## config.mk

```make
export PLATFORM = sky130hd
export DESIGN_NAME = display_timing_rx_flat
export DESIGN_NICKNAME = d
export VERILOG_FILES = /design/src/rtl/display_timing_rx_pkg.sv /design/src/rtl/display_timing_rx_if.sv /design/src/rtl/display_timing_rx_sync_edge.sv /design/src/rtl/display_timing_rx.sv /design/src/flat_wrapper.sv
export SDC_FILE = /design/constraint.sdc
export NUM_CORES = 1
export LEC_CHECK = 0
export CORE_UTILIZATION = 45
export CTS_CLUSTER_DIAMETER = 80
export CTS_CLUSTER_SIZE = 28
export DETAILED_ROUTE_END_ITERATION = 8
export HOLD_SLACK_MARGIN = 0.03
export PLACE_DENSITY = 0.66
export SYNTH_ARGS = -nofsm -noshare
export SYNTH_HDL_FRONTEND = slang
export SYNTH_SLANG_ARGS = --single-unit
```

## constraint.sdc

```tcl
create_clock -name clk_pix -period 2.6 [get_ports clk_pix]
set_input_delay 0.52 -clock clk_pix [delete_from_list [all_inputs] [get_ports clk_pix]]
set_output_delay 0.52 -clock clk_pix [all_outputs]
set_load 0.02 [all_outputs]
```

## src/rtl/display_timing_rx_pkg.sv

```systemverilog
// rtl/display_timing_rx_pkg.sv - shared FSM state and timing-measurement types for the display timing receiver
package display_timing_rx_pkg;

    // Measurement fields are held at a fixed width; the top narrows them to CORDW (CORDW <= MEAS_W).
    localparam int MEAS_W = 32;

    typedef enum logic [1:0] {
        IDLE    = 2'd0,
        MEASURE = 2'd1,
        LOCKED  = 2'd2
    } state_e;

    typedef struct packed {
        logic [MEAS_W-1:0] h_res;
        logic [MEAS_W-1:0] v_res;
        logic [MEAS_W-1:0] h_total;
        logic [MEAS_W-1:0] v_total;
    } timing_t;

endpackage

```

## src/rtl/display_timing_rx_if.sv

```systemverilog
// rtl/display_timing_rx_if.sv - raw video sync/enable bundle from the source
interface display_timing_rx_if;
    logic hsync_in;
    logic vsync_in;
    logic de_in;

    modport master (output hsync_in, output vsync_in, output de_in);
    modport slave  (input  hsync_in, input  vsync_in, input  de_in);
endinterface

```

## src/rtl/display_timing_rx_sync_edge.sv

```systemverilog
// rtl/display_timing_rx_sync_edge.sv - two-stage register with polarity normalisation; lvl_o/prev_o feed edge detection
module sync_edge #(
    parameter bit POL = 1'b1
) (
    input  logic clk_pix,
    input  logic rst_pix,
    input  logic sig_i,
    output logic lvl_o,
    output logic prev_o
);

    logic s1_q;
    logic s2_q;

    always_ff @(posedge clk_pix) begin
        if (rst_pix) begin
            s1_q <= 1'b0;
            s2_q <= 1'b0;
        end else begin
            s1_q <= (sig_i == POL);
            s2_q <= s1_q;
        end
    end

    assign lvl_o  = s1_q;
    assign prev_o = s2_q;

endmodule

```

## src/rtl/display_timing_rx.sv

```systemverilog
// rtl/display_timing_rx.sv - recovers sx/sy/line/frame from sync+de and locks onto stable measured timing
module display_timing_rx
    import display_timing_rx_pkg::*;
#(
    parameter int CORDW     = 16,
    parameter bit H_POL     = 1'b1,
    parameter bit V_POL     = 1'b1,
    parameter int TIMEOUT_W = 24
) (
    input  logic               clk_pix,
    input  logic               rst_pix,
    display_timing_rx_if.slave vid,
    output logic               de,
    output logic               frame,
    output logic               line,
    output logic [CORDW-1:0]   sx,
    output logic [CORDW-1:0]   sy,
    output logic [CORDW-1:0]   h_res,
    output logic [CORDW-1:0]   v_res,
    output logic [CORDW-1:0]   h_total,
    output logic [CORDW-1:0]   v_total,
    output logic               locked
);

    function automatic logic [CORDW-1:0] sat_inc(input logic [CORDW-1:0] v);
        return (&v) ? v : v + CORDW'(1);
    endfunction

    logic hs_lvl, hs_prev, vs_lvl, vs_prev, de_lvl, de_prev;
    logic hs_rise, vs_rise, de_rise, de_fall;

    sync_edge #(.POL(H_POL)) u_hs (
        .clk_pix (clk_pix), .rst_pix (rst_pix), .sig_i (vid.hsync_in),
        .lvl_o   (hs_lvl),  .prev_o  (hs_prev)
    );
    sync_edge #(.POL(V_POL)) u_vs (
        .clk_pix (clk_pix), .rst_pix (rst_pix), .sig_i (vid.vsync_in),
        .lvl_o   (vs_lvl),  .prev_o  (vs_prev)
    );
    sync_edge #(.POL(1'b1)) u_de (
        .clk_pix (clk_pix), .rst_pix (rst_pix), .sig_i (vid.de_in),
        .lvl_o   (de_lvl),  .prev_o  (de_prev)
    );

    assign hs_rise = hs_lvl & ~hs_prev;
    assign vs_rise = vs_lvl & ~vs_prev;
    assign de_rise = de_lvl & ~de_prev;
    assign de_fall = ~de_lvl & de_prev;

    state_e               state_q, state_d;
    timing_t              cand_q, cand_d, meas_q, meas_d, cand_new;
    logic                 cand_valid_q, cand_valid_d;
    logic [CORDW-1:0]     h_cnt_q, h_cnt_d, h_per_q, h_per_d;
    logic [CORDW-1:0]     run_cnt_q, run_cnt_d, last_run_q, last_run_d;
    logic [CORDW-1:0]     l_cnt_q, l_cnt_d, a_cnt_q, a_cnt_d;
    logic [CORDW-1:0]     sx_q, sx_d, sy_q, sy_d;
    logic                 frame_pend_q, frame_pend_d;
    logic                 de_q, de_d, line_q, line_d, frame_q, frame_d;
    logic [TIMEOUT_W-1:0] wd_q, wd_d;
    logic                 timeout, run_bad, first_line;

    // Snapshot of the frame that just completed, taken at the vsync edge.
    always_comb begin
        cand_new         = '0;
        cand_new.h_res   = MEAS_W'(last_run_q);
        cand_new.v_res   = MEAS_W'(a_cnt_q);
        cand_new.h_total = MEAS_W'(h_per_q);
        cand_new.v_total = MEAS_W'(l_cnt_q);
    end

    assign timeout = (&wd_q) & ~vs_rise;
    assign run_bad = de_fall & (MEAS_W'(run_cnt_q) != meas_q.h_res);

    always_ff @(posedge clk_pix) begin
        if (rst_pix) begin
            state_q <= IDLE;
        end else begin
            state_q <= state_d;
        end
    end

    always_comb begin
        state_d = state_q;
        if (timeout) begin
            state_d = IDLE;
        end else begin
            case (state_q)
                IDLE:    if (vs_rise) state_d = MEASURE;
                MEASURE: if (vs_rise && cand_valid_q && (cand_new == cand_q)) state_d = LOCKED;
                LOCKED:  if (run_bad || (vs_rise && (cand_new != meas_q))) state_d = MEASURE;
                default: state_d = IDLE;
            endcase
        end
    end

    always_comb begin
        locked = (state_q == LOCKED);
    end

    // Candidate/measurement bookkeeping; a lock loss from a bad run forces two fresh frames.
    always_comb begin
        cand_d       = cand_q;
        cand_valid_d = cand_valid_q;
        meas_d       = meas_q;
        case (state_q)
            IDLE: cand_valid_d = 1'b0;
            MEASURE: begin
                if (vs_rise) begin
                    if (state_d == LOCKED) begin
                        meas_d = cand_new;
                    end else begin
                        cand_d       = cand_new;
                        cand_valid_d = 1'b1;
                    end
                end
            end
            LOCKED: begin
                if (run_bad) begin
                    cand_valid_d = 1'b0;
                end else if (vs_rise && (state_d == MEASURE)) begin
                    cand_d       = cand_new;
                    cand_valid_d = 1'b1;
                end
            end
            default: cand_valid_d = 1'b0;
        endcase
    end

    always_comb begin
        h_cnt_d    = hs_rise ? CORDW'(1) : sat_inc(h_cnt_q);
        h_per_d    = hs_rise ? h_cnt_q : h_per_q;
        run_cnt_d  = run_cnt_q;
        if (de_lvl) run_cnt_d = de_rise ? CORDW'(1) : sat_inc(run_cnt_q);
        last_run_d = de_fall ? run_cnt_q : last_run_q;

        // The vsync edge clears the frame counters before this cycle's hsync/de edges are counted.
        if (vs_rise) begin
            l_cnt_d = hs_rise ? CORDW'(1) : '0;
            a_cnt_d = de_rise ? CORDW'(1) : '0;
        end else begin
            l_cnt_d = hs_rise ? sat_inc(l_cnt_q) : l_cnt_q;
            a_cnt_d = de_rise ? sat_inc(a_cnt_q) : a_cnt_q;
        end

        first_line   = de_rise & (vs_rise | frame_pend_q);
        frame_pend_d = (vs_rise | frame_pend_q) & ~de_rise;
        wd_d         = vs_rise ? '0 : ((&wd_q) ? wd_q : wd_q + TIMEOUT_W'(1));

        de_d    = de_lvl;
        line_d  = de_rise;
        frame_d = first_line;
        sx_d    = sx_q;
        if (de_lvl) sx_d = de_rise ? '0 : sat_inc(sx_q);
        sy_d    = sy_q;
        if (de_rise) sy_d = first_line ? '0 : sat_inc(sy_q);
    end

    always_ff @(posedge clk_pix) begin
        if (rst_pix) begin
            cand_q       <= '0;
            meas_q       <= '0;
            cand_valid_q <= 1'b0;
            h_cnt_q      <= '0;
            h_per_q      <= '0;
            run_cnt_q    <= '0;
            last_run_q   <= '0;
            l_cnt_q      <= '0;
            a_cnt_q      <= '0;
            frame_pend_q <= 1'b0;
            wd_q         <= '0;
            de_q         <= 1'b0;
            line_q       <= 1'b0;
            frame_q      <= 1'b0;
            sx_q         <= '0;
            sy_q         <= '0;
        end else begin
            cand_q       <= cand_d;
            meas_q       <= meas_d;
            cand_valid_q <= cand_valid_d;
            h_cnt_q      <= h_cnt_d;
            h_per_q      <= h_per_d;
            run_cnt_q    <= run_cnt_d;
            last_run_q   <= last_run_d;
            l_cnt_q      <= l_cnt_d;
            a_cnt_q      <= a_cnt_d;
            frame_pend_q <= frame_pend_d;
            wd_q         <= wd_d;
            de_q         <= de_d;
            line_q       <= line_d;
            frame_q      <= frame_d;
            sx_q         <= sx_d;
            sy_q         <= sy_d;
        end
    end

    assign de      = de_q;
    assign line    = line_q;
    assign frame   = frame_q;
    assign sx      = sx_q;
    assign sy      = sy_q;
    assign h_res   = CORDW'(meas_q.h_res);
    assign v_res   = CORDW'(meas_q.v_res);
    assign h_total = CORDW'(meas_q.h_total);
    assign v_total = CORDW'(meas_q.v_total);

endmodule

```

## src/flat_wrapper.sv

```systemverilog
// flat-port wrapper written by rule: the top's interface ports become plain ports
module display_timing_rx_flat import display_timing_rx_pkg::*;
#(
    parameter int CORDW     = 16,
    parameter bit H_POL     = 1'b1,
    parameter bit V_POL     = 1'b1,
    parameter int TIMEOUT_W = 24
)
  (clk_pix, rst_pix, de, frame, line, sx, sy, h_res, v_res, h_total, v_total, locked, vid_hsync_in, vid_vsync_in, vid_de_in);
  display_timing_rx_if vid_i ();
  input  logic clk_pix;
  input  logic rst_pix;
  output logic de;
  output logic frame;
  output logic line;
  output logic [CORDW-1:0] sx;
  output logic [CORDW-1:0] sy;
  output logic [CORDW-1:0] h_res;
  output logic [CORDW-1:0] v_res;
  output logic [CORDW-1:0] h_total;
  output logic [CORDW-1:0] v_total;
  output logic locked;
  input wire logic [$bits(vid_i.hsync_in)-1:0] vid_hsync_in;
  input wire logic [$bits(vid_i.vsync_in)-1:0] vid_vsync_in;
  input wire logic [$bits(vid_i.de_in)-1:0] vid_de_in;
  assign vid_i.hsync_in = vid_hsync_in;
  assign vid_i.vsync_in = vid_vsync_in;
  assign vid_i.de_in = vid_de_in;
  display_timing_rx #(.CORDW(CORDW), .H_POL(H_POL), .V_POL(V_POL), .TIMEOUT_W(TIMEOUT_W)) u_core (.clk_pix(clk_pix), .rst_pix(rst_pix), .vid(vid_i), .de(de), .frame(frame), .line(line), .sx(sx), .sy(sy), .h_res(h_res), .v_res(v_res), .h_total(h_total), .v_total(v_total), .locked(locked));
endmodule
```

======== Word level (Yosys, flattened, before mapping) ========
Index checks and enable logic that the tools add are counted.
operators by class
  add/sub/neg operators ................... 7
  eq/ne operators ......................... 18
  muxes and demuxes ....................... 31
  bitwise logic cells ..................... 15
  reductions and logical operators ........ 26
operator list
  operator               number
  $mux 128               4
  $pmux 128 s2           1
  $mux 16                12
  $eq 112x128->1         1
  $add 16x1->16 const B  6
  $reduce_and 16->1      6
  $ne 64x64->1           1
  $add 24x1->24 const B  1
  $reduce_and 24->1      1
  $ne 16x16->1           1
  $ne 2x1->1 const B     8
  $reduce_and 2->1       5
  $and 1x1->1            8
  $mux 1                 8
  $mux 2                 4
  $not 1->1              6
  $pmux 2 s3             1
  $reduce_and 3->1       2
  $reduce_bool 2->1      3
  $reduce_and 5->1       1
  $eq 2x1->1 const B     2
  $eq 2x2->1 const B     2
  $logic_and 1x1->1      4
  $ne 2x2->1 const B     2
  6 further kinds        7
storage, ports and cells
  register bits ........................... 356
  input port bits ......................... 5
  output and inout bits ................... 100
  word-level logic and storage cells ...... 126

======== Longest topological paths before layout ========
Gate-level depths: netlist of the first run.
  depth after elaboration ................. 12
  depth in mapped cells ................... 12
  depth with buffers taken out ............ 10

======== Hierarchy ========
Synthesis of the first run repeated with hierarchy kept, for this count alone.
second synthesis, totals
  cell total of the unflattened synthesis .. 1534
  area, all modules ....................... 13789.5 µm²
by module, submodules not included
  module             instances  cells an instance  area each (µm²)  sequential area each (µm²)
  display_timing_rx  1          1522               13631.8          5745.5
  sync_edge          3          4                  52.6             40.0

======== Worst setup path after synthesis of the first run ========
OpenSTA, ideal clock, no wires.
  kind .................................... reg2reg
  start point ............................. register u_core.a_cnt_q[0]
  end point ............................... register u_core.meas_q (netlist bit u_core.h_res[0])
  arrival ................................. 2.359 ns
  required time ........................... 2.472 ns
  slack ................................... 0.113 ns
  stages on the path, launching flop included .. 13
  path buffers ............................ 3
  period minus slack after synthesis ...... 2.487 ns
  cells stage by stage .................... dfxtp_1 -> buf_2 -> xor2_1 -> nor4_1 -> nand4_1 -> nor4_2 -> nor2_1 -> a211oi_4 -> nand4_1 -> buf_4 -> buf_6 -> mux2i_1 -> nor2_1
on the way
  longest elaborated chain between the ends .. 8
  elaborated cells between the ends (all ways) .. 11
ends and longest elaborated chain
  item                          RTL line                  source
  start, declared               display_timing_rx.sv:55   logic [CORDW-1:0] l_cnt_q, l_cnt_d, a_cnt_q, a_cnt_d;
  start signal, assigned        display_timing_rx.sv:185  a_cnt_q <= a_cnt_d;
  $ne 64x64->1                  display_timing_rx.sv:90   LOCKED: if (run_bad || (vs_rise && (cand_new != meas_q))) state_d = MEASURE;
  $logic_and 1x1->1             display_timing_rx.sv:90
  $logic_or 1x1->1              display_timing_rx.sv:90
  $mux 2                        display_timing_rx.sv:90
  $pmux 2 s3 *                  display_timing_rx.sv:87   case (state_q)
  $mux 2 *                      display_timing_rx.sv:84   if (timeout) begin
  $eq 2x2->1 *                  display_timing_rx.sv:109  if (state_d == LOCKED) begin
  $reduce_and 3->1 (no line) *  n/a
  end signal, assigned          display_timing_rx.sv:178  meas_q <= meas_d;
  end, declared                 display_timing_rx.sv:51   timing_t cand_q, cand_d, meas_q, meas_d, cand_new;
Mark *: on every way between the ends. The rest lies on a longest branch, timed or not.
A chain may end at the register's enable or synchronous reset.

======== Worst setup path in the final report of the first run ========
  start point ............................. register u_core.last_run_q[9]
  end point ............................... register u_core.cand_q[103] (netlist bit)
on the way
  longest elaborated chain between the ends .. 10
  elaborated cells between the ends (all ways) .. 15
ends and longest elaborated chain
  item                          RTL line                  source
  start, declared               display_timing_rx.sv:54   logic [CORDW-1:0] run_cnt_q, run_cnt_d, last_run_q, last_run_d;
  start signal, assigned        display_timing_rx.sv:183  last_run_q <= last_run_d;
  $ne 64x64->1                  display_timing_rx.sv:90
  $logic_and 1x1->1             display_timing_rx.sv:90
  $logic_or 1x1->1              display_timing_rx.sv:90
  $mux 2                        display_timing_rx.sv:90
  $pmux 2 s3 *                  display_timing_rx.sv:87
  $mux 2 *                      display_timing_rx.sv:84
  $eq 2x1->1                    display_timing_rx.sv:120  end else if (vs_rise && (state_d == MEASURE)) begin
  $logic_and 1x1->1             display_timing_rx.sv:120
  $ne 2x1->1 (no line)          n/a
  $reduce_and 5->1 (no line) *  n/a
  end signal, assigned          display_timing_rx.sv:177  cand_q <= cand_d;
  end, declared                 display_timing_rx.sv:51
Marks and branches as above.

==> results.yml, run 1 <==
floorplan:
  die_width_um: 186.6
  coreArea_um2: 33530
  fp.dieH_um: 186.6
  ios: 105
  rows: 67
  initial_utilization_pct: 45.72
  die_area_um2: 34810
synthesis:
  synthDominantAreaCellType: "dfxtp_1"
  synth_xor_xnor_area_share_pct: 13.08
  ys_seq_area_share_pct: 38.13
  synthCells: 1761
  synth_mux_area_share_pct: 8.692
  synth-seq-cells: 292
  syn-num-nets: 1777
  yosysTopAreaCellShare_pct: 38.13
  synth_area_leaders: "dfxtp_1 38%, xor2_1 11%, mux2i_1 8.6%, nor2_1 4.2%, nand4b_1 3.7%"
  synth_top_family_by_area: "simple AND/OR/NAND/NOR gates"
  synth.distinct_cells: 50
  synthAdderAreaFrac_pct: 0.8977
  syn_area_um2: 15330
  synth-compound-area-share_pct: 3.950
  synthSimpleGateAreaFrac_pct: 30.37
  ys_warn_count: 0
  avgSynthCellArea_um2: 8.706
worst_hold_path:
  hp-class: "in -> reg"
  min_delay_path_depth: 2
  holdPathEnd: "u_core.last_run_q[11]"
  min_from: "rst_pix"
layout:
  final_cell_mix: "272 x dfxtp_1, 246 x buf_4, 192 x xor2_1"
  drive_above_1_share_pct: 18.84
  largestRegisters: "u_core.cand_q x64, u_core.wd_q x24"
  top_register: "u_core.cand_q"
  fillerInstances: 2900
  antenna_cells: 0
  fin_nets: 2049
  area_delta_synth_final_pct: 30.84
  largest_register_ffs: 64
  layout_commonest_cell: "dfxtp_1"
flow_run:
  drv_cap: 0
route:
  dr.pass1.iters: 5
  drtIter0Drc: 1097
  vias_per_cell: 5.546
  avgRoutedWirePerCell_um: 18.52
  ant_nets: 0
  route.detailed.drc: 0
  vias: 13816
  drt_wl_total_um: 46140
setup_path:
  r2r_slack_ps: -330
  critPathMaxStageDelay_ps: 460
  worstSetupEndpointType: "flip-flop"
  criticalPathCategory: "reg -> reg"
  crit_chain: "xor2_1 > nor4_1 > nand4_1 > nor4_2 > nor2_1 > a211oi_4 > buf_4 > nand3_4 > buf_12 > buf_12 > buf_16 > mux2i_1 > nand3_1"
  timing.rr.start: "u_core.last_run_q[9]"
  r2r_cells: 13
  worst_r2r_endpoint: "u_core.cand_q[103]"
  crit_required_ps: 3010
  crit_path_start_kind: "flip-flop"
  cpMaxStageDelayCell: "dfxtp_1"
  path_max_fanout: 9
  crit_top_cell: "buf_12"
  critPathArrivalTime_ps: 3340
clock_tree:
  clk_pin_slew_ps: 110
  cts_buffer_depth: 3
  numClockSinks: 292
  cts_tree: "built"
  root_buffer: "clkbuf_16"
  cts_inserted_buffers: 17
  htreeDepth: 1
  insertion_delay_ps: 520
timing:
  finalSetupViolCount: 129
  setup_tns_ps: -29630
  max_freq_mhz: 341.8
  finalCritPeriodShare_pct: 112.5
  final_hold_viol_count: 0
  rsz0062_at_grt: "yes"
  drv_slew: 0
  fin_crit_ps: 2926
  slew_headroom_pct: 31.91
  fin_ws_ps: -326.1
  skew_ps: 32.34
  worst_slew_pin_slew_ps: 1019
power_and_ir_drop:
  powerDensity_nw_per_um2: 399.4
  ir_drop_mv: 0.4436
  power.leakage_uw: 0.009398
global_route:
  grt_use_met1_pct: 34.02
  grt_overflow_total: 0
  use_met2_pct: 42.22
  grt_usage_pct: 25.50
  busiest_layer: "met2"
  grt_pass1_wl_um: 72160
  antenna_found_initial: 0
  grt_max_degree: 115
  grt_pass1_vias: 13349
  grt_util_met3_pct: 3.686
placed_design:
  place_congestion: 0.8818
  post-dp-hpwl_um: 30700
  io_buffers: 104
  pre_cts_ws_ps: -535.3
run_status:
  violations: "negative setup slack"
  status: "complete, but fails checks"
-- report_power, final --
| group | internal [uW] | total, uW | switching, uW |
|---|---|---|---|
| sequential | 4490 | 4510 | 22.7 |
| combinational | 151 | 414 | 263 |
| clock | 1360 | 3080 | 1730 |
-- how the worst max path moves through the flow --
stage	startpoint	endpoint	slack (ps)	depth (start not counted)
after floorplan	u_core.a_cnt_q[0]	u_core.h_res[0]	110	12
after global placement	u_core.last_run_q[7]	u_core.cand_q[111]	-520	12
after detailed placement	u_core.last_run_q[7]	u_core.h_total[1]	-540	12
after CTS	u_core.h_per_q[11]	u_core.cand_q[104]	-350	14
after global routing	u_core.last_run_q[7]	u_core.h_total[10]	-480	14
final	u_core.last_run_q[9]	u_core.cand_q[103]	-330	13
-- logic make-up after synthesis --
family                     Yosys count
DFF                                292
buffers and inverters              160
xor gates and xnor gates           229
adders and majority gates           11
AOI/OAI and AO/OA                  107
and+or+nand+nor                    829
muxes                              133
-- synth_stat cells (all sizes together) --
| cell | n |
|---|---|
| a211oi | 2 |
| a21o | 1 |
| a21oi | 64 |
| a311oi | 1 |
| a31oi | 2 |
| a32oi | 1 |
| a41o | 1 |
| a41oi | 1 |
| and2 | 3 |
| and3 | 20 |
| and3b | 1 |
| and4 | 7 |
| buf | 62 |
| clkbuf | 83 |
| dfxtp | 292 |
| ha | 11 |
| inv | 15 |
| mux2 | 1 |
| mux2i | 132 |
| nand2 | 128 |
| nand2b | 13 |
| nand3 | 101 |
| nand3b | 65 |
| nand4 | 38 |
| nand4b | 65 |
| nor2 | 171 |
| nor2b | 75 |
| nor3 | 16 |
| nor3b | 64 |
| nor4 | 41 |
| nor4b | 1 |
| o211ai | 1 |
| o21ai | 24 |
| o21bai | 1 |
| o22ai | 2 |
| o31a | 2 |
| o31ai | 3 |
| o32a | 1 |
| or3 | 20 |
| xnor2 | 30 |
| xor2 | 199 |
-- critical path: cells and delay by family (launching register included) --
| family | cells | cell delay [ps] |
|---|---|---|
| flip-flops | 1 | 460 |
| XOR/XNOR | 1 | 150 |
| AND/OR/NAND/NOR | 6 | 1170 |
| buffers and inverters | 4 | 600 |
| multiplexers | 1 | 200 |
| AO/OA/AOI/OAI | 1 | 240 |
-- area by class of cell --
cell class | instances | area, um^2 | share of cell area, %
well taps | 448 | 560.5 | 2.794
repair buffers | 398 | 3983 | 19.85
multi-input cells | 1309 | 9014 | 44.94
clock inverters | 9 | 111.4 | 0.5551
inverters | 15 | 56.30 | 0.2807
clock buffers | 20 | 456.7 | 2.277
flip-flops and latches | 292 | 5878 | 29.30
-- per-layer routing --
layer,vias to the layer above,part of all wire [%]
met5,-,0
met4,0,3.2
met3,78,5.9
met2,390,46
met1,6722,45
li1,6626,-
-- per-stage QoR --
stage | hold slack [ps] | cell area (um^2) | utilization [%] | instances | power (uW)
finish | 387.4 | 20060 | 59.82 | 2491 | 8011
global route | 378.0 | 20060 | 59.82 | 2491 | 8274
CTS | 369.0 | 19720 | 58.80 | 2483 | 8063
detailed placement | 476.3 | 18310 | 54.60 | 2421 | 5002
global placement | 462.8 | 18310 | 54.60 | 2421 | 4995
floorplan | 452.6 | 15330 | - | 1761 | 4854
-- what timing repair did --
action	in CTS	in global routing
endpoints found under the hold margin	0	0
gates cloned	16	6
hold buffers	0	0
gates resized for setup	54	45
setup buffers	18	3
setup endpoints to repair	129	139
pin swaps	16	24
Power figures use the tool's default switching activity.
==> run 2, diff against run 1 <==
--- a/config.mk
+++ b/config.mk
@@ -9,7 +9,6 @@
 export CTS_CLUSTER_DIAMETER = 80
 export CTS_CLUSTER_SIZE = 28
 export DETAILED_ROUTE_END_ITERATION = 8
-export HOLD_SLACK_MARGIN = 0.03
 export PLACE_DENSITY = 0.66
 export SYNTH_ARGS = -nofsm -noshare
 export SYNTH_HDL_FRONTEND = slang
==> results of run 2 <==
No change in the layout: final DEF, timing and power equal those of run 1.
